<file path="src/rtl/preamble_generator.sv">
// OFDM transmit preamble source: NUM_STS_REP short training symbols followed by
// the long training field (32-sample guard + 2x64 LTS), streamed over valid/ready.
module preamble_generator #(
  parameter int NUM_STS_REP = 10,
  parameter bit WINDOW      = 1'b1
) (
  input  logic        Clk,
  input  logic        Rst,
  input  logic        Start,
  input  logic        Out_Ready,
  input  logic [15:0] LTS_Real,
  input  logic [15:0] LTS_Imag,
  output logic [5:0]  LTS_Addr,
  output logic [15:0] Out_Real,
  output logic [15:0] Out_Imag,
  output logic        OutputEnable,
  output logic        Sts_Flag,
  output logic        Busy,
  output logic        Done,
  output logic [2:0]  State_Dbg
);

  // Handshake: a sample moves when OutputEnable && Out_Ready at a rising Clk;
  // while Out_Ready is low every output register and counter holds its value.

  typedef enum logic [2:0] {
    S_IDLE   = 3'd0,
    S_STS    = 3'd1,
    S_LTS_GI = 3'd2,
    S_LTS    = 3'd3,
    S_DONE   = 3'd4
  } state_t;

  localparam logic [8:0] STS_LEN = 9'(16 * NUM_STS_REP);
  localparam logic [8:0] GI_END  = STS_LEN + 9'd32;
  localparam logic [8:0] TOTAL   = STS_LEN + 9'd160;

  localparam logic signed [15:0] STS_RE [16] = '{
    16'sd377, -16'sd1081, -16'sd106, 16'sd1171, 16'sd754, 16'sd1171, -16'sd106, -16'sd1081,
    16'sd377, 16'sd16, -16'sd647, -16'sd106, 16'sd0, -16'sd106, -16'sd647, 16'sd16
  };
  localparam logic signed [15:0] STS_IM [16] = '{
    16'sd377, 16'sd16, -16'sd647, -16'sd106, 16'sd0, -16'sd106, -16'sd647, 16'sd16,
    16'sd377, -16'sd1081, -16'sd106, 16'sd1171, 16'sd754, 16'sd1171, -16'sd106, -16'sd1081
  };

  state_t      state_q, state_d;
  logic [8:0]  idx_q, idx_d;      // index of the next sample to load
  logic [15:0] re_q, re_d;
  logic [15:0] im_q, im_d;
  logic        oe_q, oe_d;

  logic [15:0] sample_re, sample_im;
  logic [15:0] first_re, first_im;
  state_t      field;

  always_ff @(posedge Clk) begin
    if (Rst) begin
      state_q <= S_IDLE;
      idx_q   <= '0;
      re_q    <= '0;
      im_q    <= '0;
      oe_q    <= 1'b0;
    end else begin
      state_q <= state_d;
      idx_q   <= idx_d;
      re_q    <= re_d;
      im_q    <= im_d;
      oe_q    <= oe_d;
    end
  end

  // LTS_GI starts at ROM address 32, so one modulo-64 offset covers GI and both LTS copies.
  always_comb begin
    LTS_Addr = 6'd0;
    if (idx_q >= STS_LEN) LTS_Addr = idx_q[5:0] - STS_LEN[5:0] + 6'd32;
  end

  always_comb begin
    first_re  = WINDOW ? 16'(STS_RE[0] >>> 1) : STS_RE[0];
    first_im  = WINDOW ? 16'(STS_IM[0] >>> 1) : STS_IM[0];
    sample_re = LTS_Real;
    sample_im = LTS_Imag;
    if (idx_q < STS_LEN) begin
      sample_re = STS_RE[idx_q[3:0]];
      sample_im = STS_IM[idx_q[3:0]];
    end
    if (idx_q < STS_LEN)     field = S_STS;
    else if (idx_q < GI_END) field = S_LTS_GI;
    else                     field = S_LTS;
  end

  always_comb begin
    state_d = state_q;
    idx_d   = idx_q;
    re_d    = re_q;
    im_d    = im_q;
    oe_d    = oe_q;
    case (state_q)
      S_IDLE: begin
        if (Start) begin
          re_d    = first_re;
          im_d    = first_im;
          oe_d    = 1'b1;
          idx_d   = 9'd1;
          state_d = S_STS;
        end
      end
      S_STS, S_LTS_GI, S_LTS: begin
        if (Out_Ready) begin
          if (idx_q == TOTAL) begin
            re_d    = '0;
            im_d    = '0;
            oe_d    = 1'b0;
            idx_d   = '0;
            state_d = S_DONE;
          end else begin
            re_d    = sample_re;
            im_d    = sample_im;
            idx_d   = idx_q + 9'd1;
            state_d = field;
          end
        end
      end
      S_DONE:  state_d = S_IDLE;
      default: state_d = S_IDLE;
    endcase
  end

  assign Out_Real     = re_q;
  assign Out_Imag     = im_q;
  assign OutputEnable = oe_q;
  assign Sts_Flag     = (state_q == S_STS);
  assign Busy         = (state_q == S_STS) || (state_q == S_LTS_GI) || (state_q == S_LTS);
  assign Done         = (state_q == S_DONE);
  assign State_Dbg    = state_q;

endmodule
</file>
<file path="config.mk">
export PLATFORM = sky130hd
export DESIGN_NAME = preamble_generator
export DESIGN_NICKNAME = d
export VERILOG_FILES = /design/src/rtl/preamble_generator.sv
export SDC_FILE = /design/constraint.sdc
export NUM_CORES = 1
export LEC_CHECK = 0
export ABC_AREA = 1
export CAP_MARGIN = 20
export CORE_MARGIN = 2
export CORE_UTILIZATION = 47
export DETAILED_ROUTE_END_ITERATION = 10
export HOLD_SLACK_MARGIN = 0.03
export MAX_ROUTING_LAYER = met4
export PLACE_DENSITY_LB_ADDON = 0.12
export RECOVER_POWER = 50
export SYNTH_ARGS = -nofsm -noshare
export SYNTH_HDL_FRONTEND = slang
export SYNTH_SLANG_ARGS = --single-unit
export TNS_END_PERCENT = 1
</file>
<file path="constraint.sdc">
create_clock -name Clk -period 1.8 [get_ports Clk]
set_input_delay 0.36 -clock Clk [delete_from_list [all_inputs] [get_ports Clk]]
set_output_delay 0.36 -clock Clk [all_outputs]
set_load 0.01 [all_outputs]
</file>
==> Word level (Yosys, flattened, before mapping) <==
Memories as Yosys holds them, arrays and structs flattened.
Index checks and enable logic that the tools add are counted.
{ "classes": {"muxes": 28, "add_sub_neg": 3, "eq_ne": 8, "n_lt_le_gt_ge": 4, "n_reduce_logical": 8, "bitwise": 1} }
{ "ops": {"columns": ["operator", "n"], "rows": [
  ["16-bit 2-to-1 mux", 11],
  ["16-bit case mux with 2 select lines", 2],
  ["9-bit 2-to-1 mux", 3],
  ["9-bit by 8-bit < comparator with 1-bit output (second input constant)", 2],
  ["9-bit case mux with 2 select lines", 1],
  ["9-bit by 1-bit adder with 9-bit output (second input constant)", 1],
  ["9-bit == test (second input constant)", 1],
  ["9-bit by 8-bit greater-or-equal comparator with 1-bit output (second input constant)", 1],
  ["3-bit 2-to-1 mux", 3],
  ["6-bit adder (second input constant)", 1],
  ["3-bit by 2-bit == test with 1-bit output (second input constant)", 2],
  ["6-bit 2-to-1 mux", 1],
  ["2-bit inequality test (second input constant)", 3],
  ["3-bit case mux with 2 select lines", 1],
  ["6-bit subtractor (second input constant)", 1],
  ["5-bit greater-or-equal comparator (second input constant)", 1],
  ["4-bit NOT with 5-bit output", 1],
  ["1-bit 2-to-1 mux", 4],
  ["4-bit AND reduction", 1],
  ["3-bit by 1-bit == test with 1-bit output (second input constant)", 1],
  ["3-bit == test (second input constant)", 1],
  ["3-bit logical NOT", 1],
  ["3-bit AND reduction", 1],
  ["3-bit OR reduction", 1],
  ["5 further kinds", 6]
]} }
{ "word_totals": {"out_inout_bits": 45, "mem_bits_ro": 512, "inputBits": 36, "word_cells": 59, "n_memories": 2, "reg_bits": 45} }
{ "mem_list": {"columns": ["name", "depth", "width", "read_ports", "rd_ports_with_merged_regs", "wr", "line", "rtl"], "rows": [
  ["(no name shown)", 16, 16, 1, 0, 0, "86", "sample_im = STS_IM[idx_q[3:0]];"],
  ["(no name shown)", 16, 16, 1, 0, 0, "85", "sample_re = STS_RE[idx_q[3:0]];"]
]} }

==> Depth between registers and ports, before layout <==
Gate-level depths: netlist (run 1).
{ "depth": {"depth_word": 8, "mapped_depth": 10} }

==> Least setup slack after synthesis (run 1) <==
No wires, ideal clock.
{ "synth_path": {"path_type": "register to register", "from": "register idx_q[0]", "to": "register re_q[4] (netlist: Out_Real[4])", "synth_period_minus_slack_ps": 1519, "stages_incl_launch_ff": 11, "n_path_buf": 1, "t_arrival_ps": 1399, "setup_time_ps": 120, "t_required_ps": 1680, "slack_ps": 281, "path_cell_list": "dfxtp_1 inv_1 ha_1 nand2_2 nor2_2 nand2_2 buf_2 nand2_1 nand2_1 nand2_1 a21oi_1"} }
{ "synth_between": {"elab_chain_len": 8, "elab_cells_between_ends": 10, "classes_between": "1 x order compare; 1 x eq/ne; 6 x mux; 1 x bitwise; 1 x memory"} }
{ "synth_lines": {"columns": ["item", "line", "rtl"], "rows": [
  ["start, declared", "48", "logic [8:0] idx_q, idx_d;"],
  ["start signal, assigned", "66", "idx_q <= idx_d;"],
  ["4-bit NOT with 5-bit output (implied by the code)", "85", null],
  ["memory 16 x 16 bit", null, null],
  ["16-bit 2-to-1 mux (implied by the code) (2 in a row)", "85", null],
  ["16-bit 2-to-1 mux", "84", "if (idx_q < STS_LEN) begin"],
  ["16-bit 2-to-1 mux (*)", "111", "if (idx_q == TOTAL) begin"],
  ["16-bit 2-to-1 mux (*)", "110", "if (Out_Ready) begin"],
  ["16-bit case mux with 2 select lines (*)", "99", "case (state_q)"],
  ["end signal, assigned", "67", "re_q <= re_d;"],
  ["end, declared", "49", "logic [15:0] re_q, re_d;"]
]} }
Every way passes the cells marked *; elsewhere a longest branch is shown, timed or not. The select of a mux whose other input is x is not followed.
A chain may end at the register's enable or synchronous reset.

==> Final worst setup path (run 1) <==
{ "layout_path": {"from": "register state_q[2] (netlist: State_Dbg[2])", "to": "output port State_Dbg[2]"} }
{ "layout_lines": {"columns": ["item", "line", "rtl"], "rows": [
  ["start, declared", "47", "state_t state_q, state_d;"],
  ["start signal, assigned", "65", "state_q <= state_d;"],
  ["end, declared", "20", "output logic [2:0] State_Dbg"]
]} }
No word-level cell between the ends.

==> qor.csv, run 1 <==
stage,metric,value,unit
placed_design,dp.final_hpwl,5160,um
final_layout,antenna_cells_inserted,0,
detailed_routing,drc,0,
worst_setup_path,reg2reg_launch_point,idx_q[0],
final_layout,final_net_count,538,
final_layout,area_of_all_sequential_standard_cells,906,um^2
sta,rsz0062_at_grt,false,
cts,numCtsBuffers,5,
worst_setup_path,crit_chain,clkdlybuf4s50_1,
final_layout,areaGrowthSynthToFinish,40.6,%
logic_synthesis,synth-edff-count,0,
power_and_ir_drop,power.density,622,nW/um^2
worst_setup_path,setup.worst_path.start_class,flop,
detailed_routing,wire_per_inst,12.1,um
final_layout,num-fill-cells,494,
sta,timing.clock.skew,0.00766,ns
grt,grt_pass1_vias,2618,
power_and_ir_drop,power.share.switching,30.1,%
sta,setup_total_negative_slack,0,ns
final_layout,multiInputGateArea,1440,um^2
power_and_ir_drop,comb_power_share,24.5,%
floorplanning,pin_count,81,
power_and_ir_drop,internal-power,1.57,mW
logic_synthesis,syn_nets,449,
power_and_ir_drop,switching_power,0.678,mW
logic_synthesis,ys_async_sr_fraction,0,%
sta,worst_slew_pin_slew,0.389,ns
min_path,holdCritStartpoint,Out_Real[1],
worst_setup_path,setup.worst_path.end_class,primary output,
floorplanning,dieWidth,78.0,um
power_and_ir_drop,power_frac_seq,47.7,%
logic_synthesis,synth_common_cells,"sky130_fd_sc_hd__nand2_1, sky130_fd_sc_hd__dfxtp_1, sky130_fd_sc_hd__nand3_1",
worst_setup_path,worst_setup_path_startpoint,State_Dbg[2],
worst_setup_path,critical-path-top-delay-family,buffers and inverters,
power_and_ir_drop,power_frac_clock,27.8,%
detailed_routing,num_vias,2882,
grt,grt_first_pass_wirelength,11800,um
logic_synthesis,synth.top_cells.by_area,"sky130_fd_sc_hd__dfxtp_1, sky130_fd_sc_hd__nand2_1, sky130_fd_sc_hd__nand3_1",
logic_synthesis,synth.cell_area,2580,um^2
cts,postCtsHoldBufs,0,
floorplanning,number_of_rows_created_at_floorplan,26,
floorplanning,die-height,78.0,um
placed_design,numPortBuffers,80,
detailed_routing,detail_route.iter0.violations,220,
sta,slew_violations,0,
floorplanning,core_area,5200,um^2
cts,post-cts-setup-buffer-count,0,
worst_setup_path,worst_path_largest_cell_delay,0.59,ns
power_and_ir_drop,p_leak,1.67,nW
worst_setup_path,critPathKind,flop to primary output,
power_and_ir_drop,irDropWorstVdd,0.374,mV
cts,clock_tree.root_cell,sky130_fd_sc_hd__clkbuf_8,
logic_synthesis,synth.ff_latch_count,45,
placed_design,placed_cell_area,3530,um^2
sta,period_needed,1.72,ns
logic_synthesis,dominantRegCellSynth,sky130_fd_sc_hd__dfxtp_1,
logic_synthesis,syn_inst,408,
cts,cts-root-to-sink-buffers,2,
cts,htreeDepth,2,
grt,grt_overflow,0,
worst_setup_path,cp_data_arrival_time,1.36,ns
detailed_routing,routed_wl,6880,um
worst_setup_path,top_fanout_value_on_the_critical_path,6,
floorplanning,design.die.area,6090,um^2
detailed_routing,postRouteAntennaNets,0,
sta,worst_slew_margin_rel,74.0,%
logic_synthesis,yosysSeqAreaShare,35.0,%
worst_setup_path,critical_path_required,1.44,ns
sta,setup-violations-final,0,
min_path,worst_hold_class,flop to flop,
logic_synthesis,synthesis.yosys.warnings,0,
run,max_cap_viol_count,0,
logic_synthesis,synth.avg_cell_area,6.31,um^2
final_layout,final_layout_size_suffix_gt1_share,10.2,%
sta,final-hold-violation-count,0,
grt,grt_antenna_before_repair,0,
grt,grt_max_degree,29,
logic_synthesis,post-synth-top-area-cell,sky130_fd_sc_hd__dfxtp_1,
cts,cts_tree,built,
final_layout,stdcell_area,3620,um^2
floorplanning,floorplan.initialDensity,49.5,%
final_layout,finalCoreUtilization,69.6,%
logic_synthesis,synth_top_area_share,35.0,%
worst_setup_path,critical_path.slowest_cell,sky130_fd_sc_hd__clkdlybuf4s50_1,
logic_synthesis,synth_cell_type_count,27,
cts,clkSlewWorstSetupHoldPaths,0.09,ns
placed_design,globalplace.congestion,0.882,
grt,globalRouteTotalUtil,24.3,%
sta,fmax,583,MHz
cts,numClockSinks,45,
worst_setup_path,cp_num_buf_inv,1,
detailed_routing,viasPerCell,5.07,
detailed_routing,firstDrtPassIters,4,
logic_synthesis,yosysMostFrequentCell,sky130_fd_sc_hd__nand2_1,
cts,clock_insertion_delay_worst_skew,0.30,ns
sta,final.period_utilization,95.3,%
outcome,run_status,"finished, final reports clean",
tightest hold or removal path, cell delays in order (launching register included):
cell and delay [ns]:
sky130_fd_sc_hd__dfxtp_1 0.31, sky130_fd_sc_hd__nand2_1 0.05, sky130_fd_sc_hd__a21oi_1 0.05
cell usage in the layout (no fill, tap or decap), types with 5 or more instances in the layout:
master                              n
sky130_fd_sc_hd__dfxtp_1           41
sky130_fd_sc_hd__nor3_1             5
sky130_fd_sc_hd__buf_4             21
sky130_fd_sc_hd__nand3_1           45
sky130_fd_sc_hd__nor2_1            38
sky130_fd_sc_hd__ha_1               5
sky130_fd_sc_hd__clkbuf_8           5
sky130_fd_sc_hd__a21oi_1           40
sky130_fd_sc_hd__clkdlybuf4s50_1   36
sky130_fd_sc_hd__inv_1             28
sky130_fd_sc_hd__o21ai_0           17
sky130_fd_sc_hd__dlygate4sd3_1     35
sky130_fd_sc_hd__nand2_1          137
layout make-up:
class | count | share of cell area, %
multi-input combinational | 310 | 39.8
sequential | 45 | 25.0
clock inverter | 3 | 0.484
tap | 70 | 2.42
clock buffer | 5 | 1.90
inverter | 32 | 3.32
timing repair buffer | 103 | 27.1
stage by stage:
stage	hold WS (ns)	power, mW	worst slack, ns	cells
6_report	0.463	2.25	0.0846	568
5_1_grt	0.487	2.39	0.00220	568
4_1_cts	0.469	2.29	0.0323	568
3_5_place_dp	0.456	1.67	0.0303	560
3_3_place_gp	0.451	1.66	0.0864	560
2_1_floorplan	0.481	1.41	0.281	408
power groups by stage:
stage                     clock network (mW)  logic [mW]  registers [mW]
after floorplan                            0       0.291            1.12
after global placement                     0       0.565            1.10
after detailed placement                   0       0.569            1.10
after CTS                              0.643       0.572            1.08
after global routing                   0.688       0.615            1.08
final                                  0.627       0.551            1.08
worst paths after layout:
path              slack [ns]  depth (start not counted)            to
setup reg to reg        0.18                          8  Out_Imag[15]
hold reg to reg         0.46                          2   Out_Real[1]
setup / recovery        0.08                          1  State_Dbg[2]
hold / removal          0.46                          2   Out_Real[1]
kinds of logic after synthesis:
group | Yosys count | share of synthesized area [%]
adders and majority gates | 5 | 2.43
and+or+nand+nor | 237 | 38.4
DFF | 45 | 35.0
buffers and inverters | 53 | 9.47
AOI/OAI and AO/OA | 66 | 14.1
xor gates and xnor gates | 2 | 0.680
per-layer routing:
layer | track usage [%] | share of wire (%)
met3 | 3.91 | 5.4
met1 | 31.8 | 46
met2 | 38.4 | 47
met5 | - | 0
met4 | 8.25 | 1.4
registers in the layout (all words and copies together), names as in the netlist:
name,count
Out_Real,16
idx_q,9
OutputEnable,1
Out_Imag,16
State_Dbg,3
repair_timing:
action                                  CTS  global route
endpoints found under the setup margin    9             5
pin swaps                                 1             0
resized for setup                        14             5
Power figures use the tool's default switching activity.
==> run 2, diff against run 1 <==
--- a/config.mk
+++ b/config.mk
@@ -15,4 +15,5 @@
 export PLACE_DENSITY_LB_ADDON = 0.12
 export RECOVER_POWER = 50
+export SLEW_MARGIN = 20
 export SYNTH_ARGS = -nofsm -noshare
 export SYNTH_HDL_FRONTEND = slang
==> constraint.sdc (replaced) <==
create_clock -name Clk -period 1.8 [get_ports Clk]
set_input_delay 0.36 -clock Clk [delete_from_list [all_inputs] [get_ports Clk]]
set_output_delay 0.36 -clock Clk [all_outputs]
set_load 0.005 [all_outputs]
==> run 2 against run 1 <==
Effect of this change: sequential share of layout area is 0.077 points lower; power increased by 6.5%; final cell count did not move; clock skew is 0.0019 ns lower; flip-flop and latch count is the same; cell area is 1.0% higher; combinational power shrank 3%; largest power group unchanged; highest routed layer unchanged.
==> qor.csv, run 2 (synthesis results as in run 1) <==
stage,metric,value,unit,change
detailed_routing,routed_wl,7070,um,was 6880 um
grt,globalRouteTotalUtil,25.3,%,was 24.3%
worst_setup_path,critical_path_required,1.44,ns,about the same
cts,postCtsHoldBufs,0,,unchanged
floorplanning,die-height,78.0,um,unchanged
final_layout,mostFrequentLayoutCell,sky130_fd_sc_hd__nand2_1,,unchanged
detailed_routing,firstDrtPassIters,4,,unchanged
cts,clock_insertion_delay_worst_skew,0.29,ns,was 0.30 ns
worst_setup_path,worst_r2r_path_depth,7,,was 8
worst_setup_path,cp_data_arrival_time,1.36,ns,about the same
floorplanning,core_area,5200,um^2,unchanged
floorplanning,pin_count,81,,unchanged
sta,setup-violations-final,0,,unchanged
grt,grt_overflow,0,,unchanged
sta,slew_violations,0,,unchanged
detailed_routing,detail_route.iter0.violations,117,,was 220
detailed_routing,drc,0,,unchanged
sta,period_needed,1.72,ns,about the same
min_path,holdCritStartpoint,Out_Real[14],,was Out_Real[1]
floorplanning,dieWidth,78.0,um,unchanged
floorplanning,number_of_rows_created_at_floorplan,26,,unchanged
sta,worst_slew_pin_slew,0.389,ns,about the same
min_path,worst_hold_class,flop to flop,,unchanged
worst_setup_path,rrSetupSlack,0.18,ns,about the same
worst_setup_path,critical_path.most_common_cell,sky130_fd_sc_hd__nor2_1,,
final_layout,final_layout_size_suffix_gt1_share,10.2,%,unchanged
grt,grt_max_degree,29,,unchanged
placed_design,dp.final_hpwl,5340,um,was 5160 um
detailed_routing,viasPerCell,5.04,,was 5.07
detailed_routing,postRouteAntennaNets,0,,unchanged
cts,clkSlewWorstSetupHoldPaths,0.08,ns,was 0.09 ns
final_layout,final-instance-count-excl-fill,568,,unchanged
worst_setup_path,reg2reg_launch_point,idx_q[1],,was idx_q[0]
final_layout,antenna_cells_inserted,0,,unchanged
sta,final.period_utilization,95.6,%,was 95.3%
sta,hold-worst-slack,0.465,ns,was 0.463 ns
worst_setup_path,crit_chain,nor2_1 > nor2_1 > nor2_2 > buf_12 > nor2_1 > dlygate4sd2_1,,was clkdlybuf4s50_1
final_layout,most-common-layout-cells,"sky130_fd_sc_hd__nand2_1, sky130_fd_sc_hd__nand3_1, sky130_fd_sc_hd__a21oi_1",,"was sky130_fd_sc_hd__nand2_1, sky130_fd_sc_hd__nand3_1, sky130_fd_sc_hd__dfxtp_1"
final_layout,multiInputGateArea,1440,um^2,about the same
detailed_routing,routedLengthMet1,3110,um,was 3160 um
final_layout,areaGrowthSynthToFinish,42.0,%,was 40.6%
cts,htreeDepth,2,,unchanged
power_and_ir_drop,p_leak,1.70,nW,was 1.67 nW
placed_design,globalplace.congestion,0.918,,was 0.882
worst_setup_path,top_fanout_value_on_the_critical_path,11,,was 6
placed_design,numPortBuffers,80,,unchanged
sta,fmax,581,MHz,was 583 MHz
worst_setup_path,critPathKind,flop to primary output,,unchanged
cts,cts_tree,built,,unchanged
min_path,hold_path_end,Out_Real[14],,was Out_Real[1]
placed_design,placedCellCount,559,,was 560
grt,grt_pass1_vias,2697,,was 2618
detailed_routing,route.met2.wl,3440,um,was 3250 um
detailed_routing,wire_per_inst,12.4,um,was 12.1 um
worst_setup_path,worst_path_largest_cell_delay,0.33,ns,was 0.59 ns
outcome,run_status,"finished, final reports clean",,unchanged
detailed_routing,route.met3.wl,450,um,was 369 um
final_layout,area_of_all_sequential_standard_cells,912,um^2,was 906 um^2
run,max_cap_viol_count,0,,unchanged
cts,clock_tree.root_cell,sky130_fd_sc_hd__clkbuf_8,,unchanged
detailed_routing,num_vias,2861,,was 2882
sta,timing.clock.skew,0.00573,ns,was 0.00766 ns
final_layout,final_net_count,538,,unchanged
sta,worst_slew_margin_rel,74.1,%,was 74.0%
grt,grt_first_pass_wirelength,12200,um,was 11800 um
sta,final-hold-violation-count,0,,unchanged
min_path,hold-path-cell-count,2,,unchanged
grt,grt_antenna_before_repair,0,,unchanged
power_and_ir_drop,power.density,656,nW/um^2,was 622 nW/um^2
final_layout,num-fill-cells,482,,was 494
cts,numClockSinks,45,,unchanged
worst_setup_path,setup.worst_path.start_class,flop,,unchanged
cts,numCtsBuffers,5,,unchanged
worst_setup_path,critical-path-top-delay-family,buffers and inverters,,unchanged
worst_setup_path,crit-reg2reg-capture,Out_Real[1],,was Out_Imag[15]
floorplanning,design.die.area,6090,um^2,unchanged
sta,setup_slack,0.0788,ns,was 0.0846 ns
power_and_ir_drop,irDropWorstVdd,0.351,mV,was 0.374 mV
floorplanning,floorplan.initialDensity,49.5,%,unchanged
cts,cts-root-to-sink-buffers,2,,unchanged
placed_design,dp_slack,0.00342,ns,was 0.0303 ns
worst_setup_path,cp_num_buf_inv,2,,was 1
detailed_routing,top_layer,met4,,unchanged
worst_setup_path,setup.worst_path.end_class,primary output,,unchanged
worst_setup_path,critical_path.slowest_cell,sky130_fd_sc_hd__dfxtp_2,,was sky130_fd_sc_hd__clkdlybuf4s50_1
-- run 2: cell count changes in the layout (fill, tap and decap cells not counted), sizes merged --
cell | before | now
buf | 22 | 21
bufinv | 0 | 1
clkbuf | 6 | 9
clkdlybuf4s15 | 4 | 0
clkdlybuf4s50 | 36 | 40
clkinv | 3 | 1
clkinvlp | 1 | 0
dlygate4sd2 | 4 | 6
dlygate4sd3 | 35 | 33
-- run 2: worst max path at each step --
stage	startpoint	to	slack, ns	cells after the start
finish	idx_q[5]	LTS_Addr[1]	0.08	6
detailed placement	Start	Out_Real[10]	0.003	6
CTS	idx_q[5]	LTS_Addr[4]	-0.16	6
global placement	Out_Ready	Out_Imag[13]	0.07	7
global route	idx_q[7]	LTS_Addr[1]	-0.003	6
floorplan	idx_q[0]	Out_Real[4]	0.28	10
-- run 2: per-stage QoR --
| step | power, mW | setup TNS, ns | util, % | cell area (um^2) |
|---|---|---|---|---|
| 6_report | 2.40 | 0 | 70.3 | 3660 |
| 3_5_place_dp | 1.65 | 0 | 67.9 | 3530 |
| 3_3_place_gp | 1.64 | 0 | 67.9 | 3530 |
| 2_1_floorplan | 1.39 | 0 | - | 2580 |
| 5_1_grt | 2.52 | -0.00516 | 70.3 | 3660 |
| 4_1_cts | 2.43 | -0.156 | 70.1 | 3650 |
-- run 2: tightest hold or removal path, cell delays in order (launching register included) --
cell and delay (ns):
sky130_fd_sc_hd__dfxtp_1 0.31, sky130_fd_sc_hd__nand2_1 0.06, sky130_fd_sc_hd__a21oi_1 0.05
-- run 2: timing repair --
item,4_1_cts,5_1_grt
setup buffers,0,1
endpoints found under the setup margin,8,25
gates cloned,0,0
pin swaps,1,1
gates resized for setup,11,7
-- run 2: per-layer routing --
metal,vias to the layer above,track usage [%]
met5,-,-
met2,81,41.3
met3,7,5.63
li1,1486,-
met4,0,8.07
met1,1287,31.3
-- run 2: power by group --
part	switching (mW)	total [mW]	internal (mW)	leakage (nW)
sequential	0.0273	1.07	1.05	0.371
clock	0.335	0.788	0.453	0.0585
combinational	0.276	0.537	0.261	1.27
total	0.638	2.40	1.76	1.70
-- run 2: area by class of cell --
| class | count | area share (%) |
|---|---|---|
| tap | 70 | 2.39 |
| inverter | 32 | 3.28 |
| sequential | 45 | 24.9 |
| timing repair buffer | 103 | 27.0 |
| multi-input combinational | 310 | 39.2 |
| clock inverter | 1 | 0.821 |
| clock buffer | 7 | 2.36 |
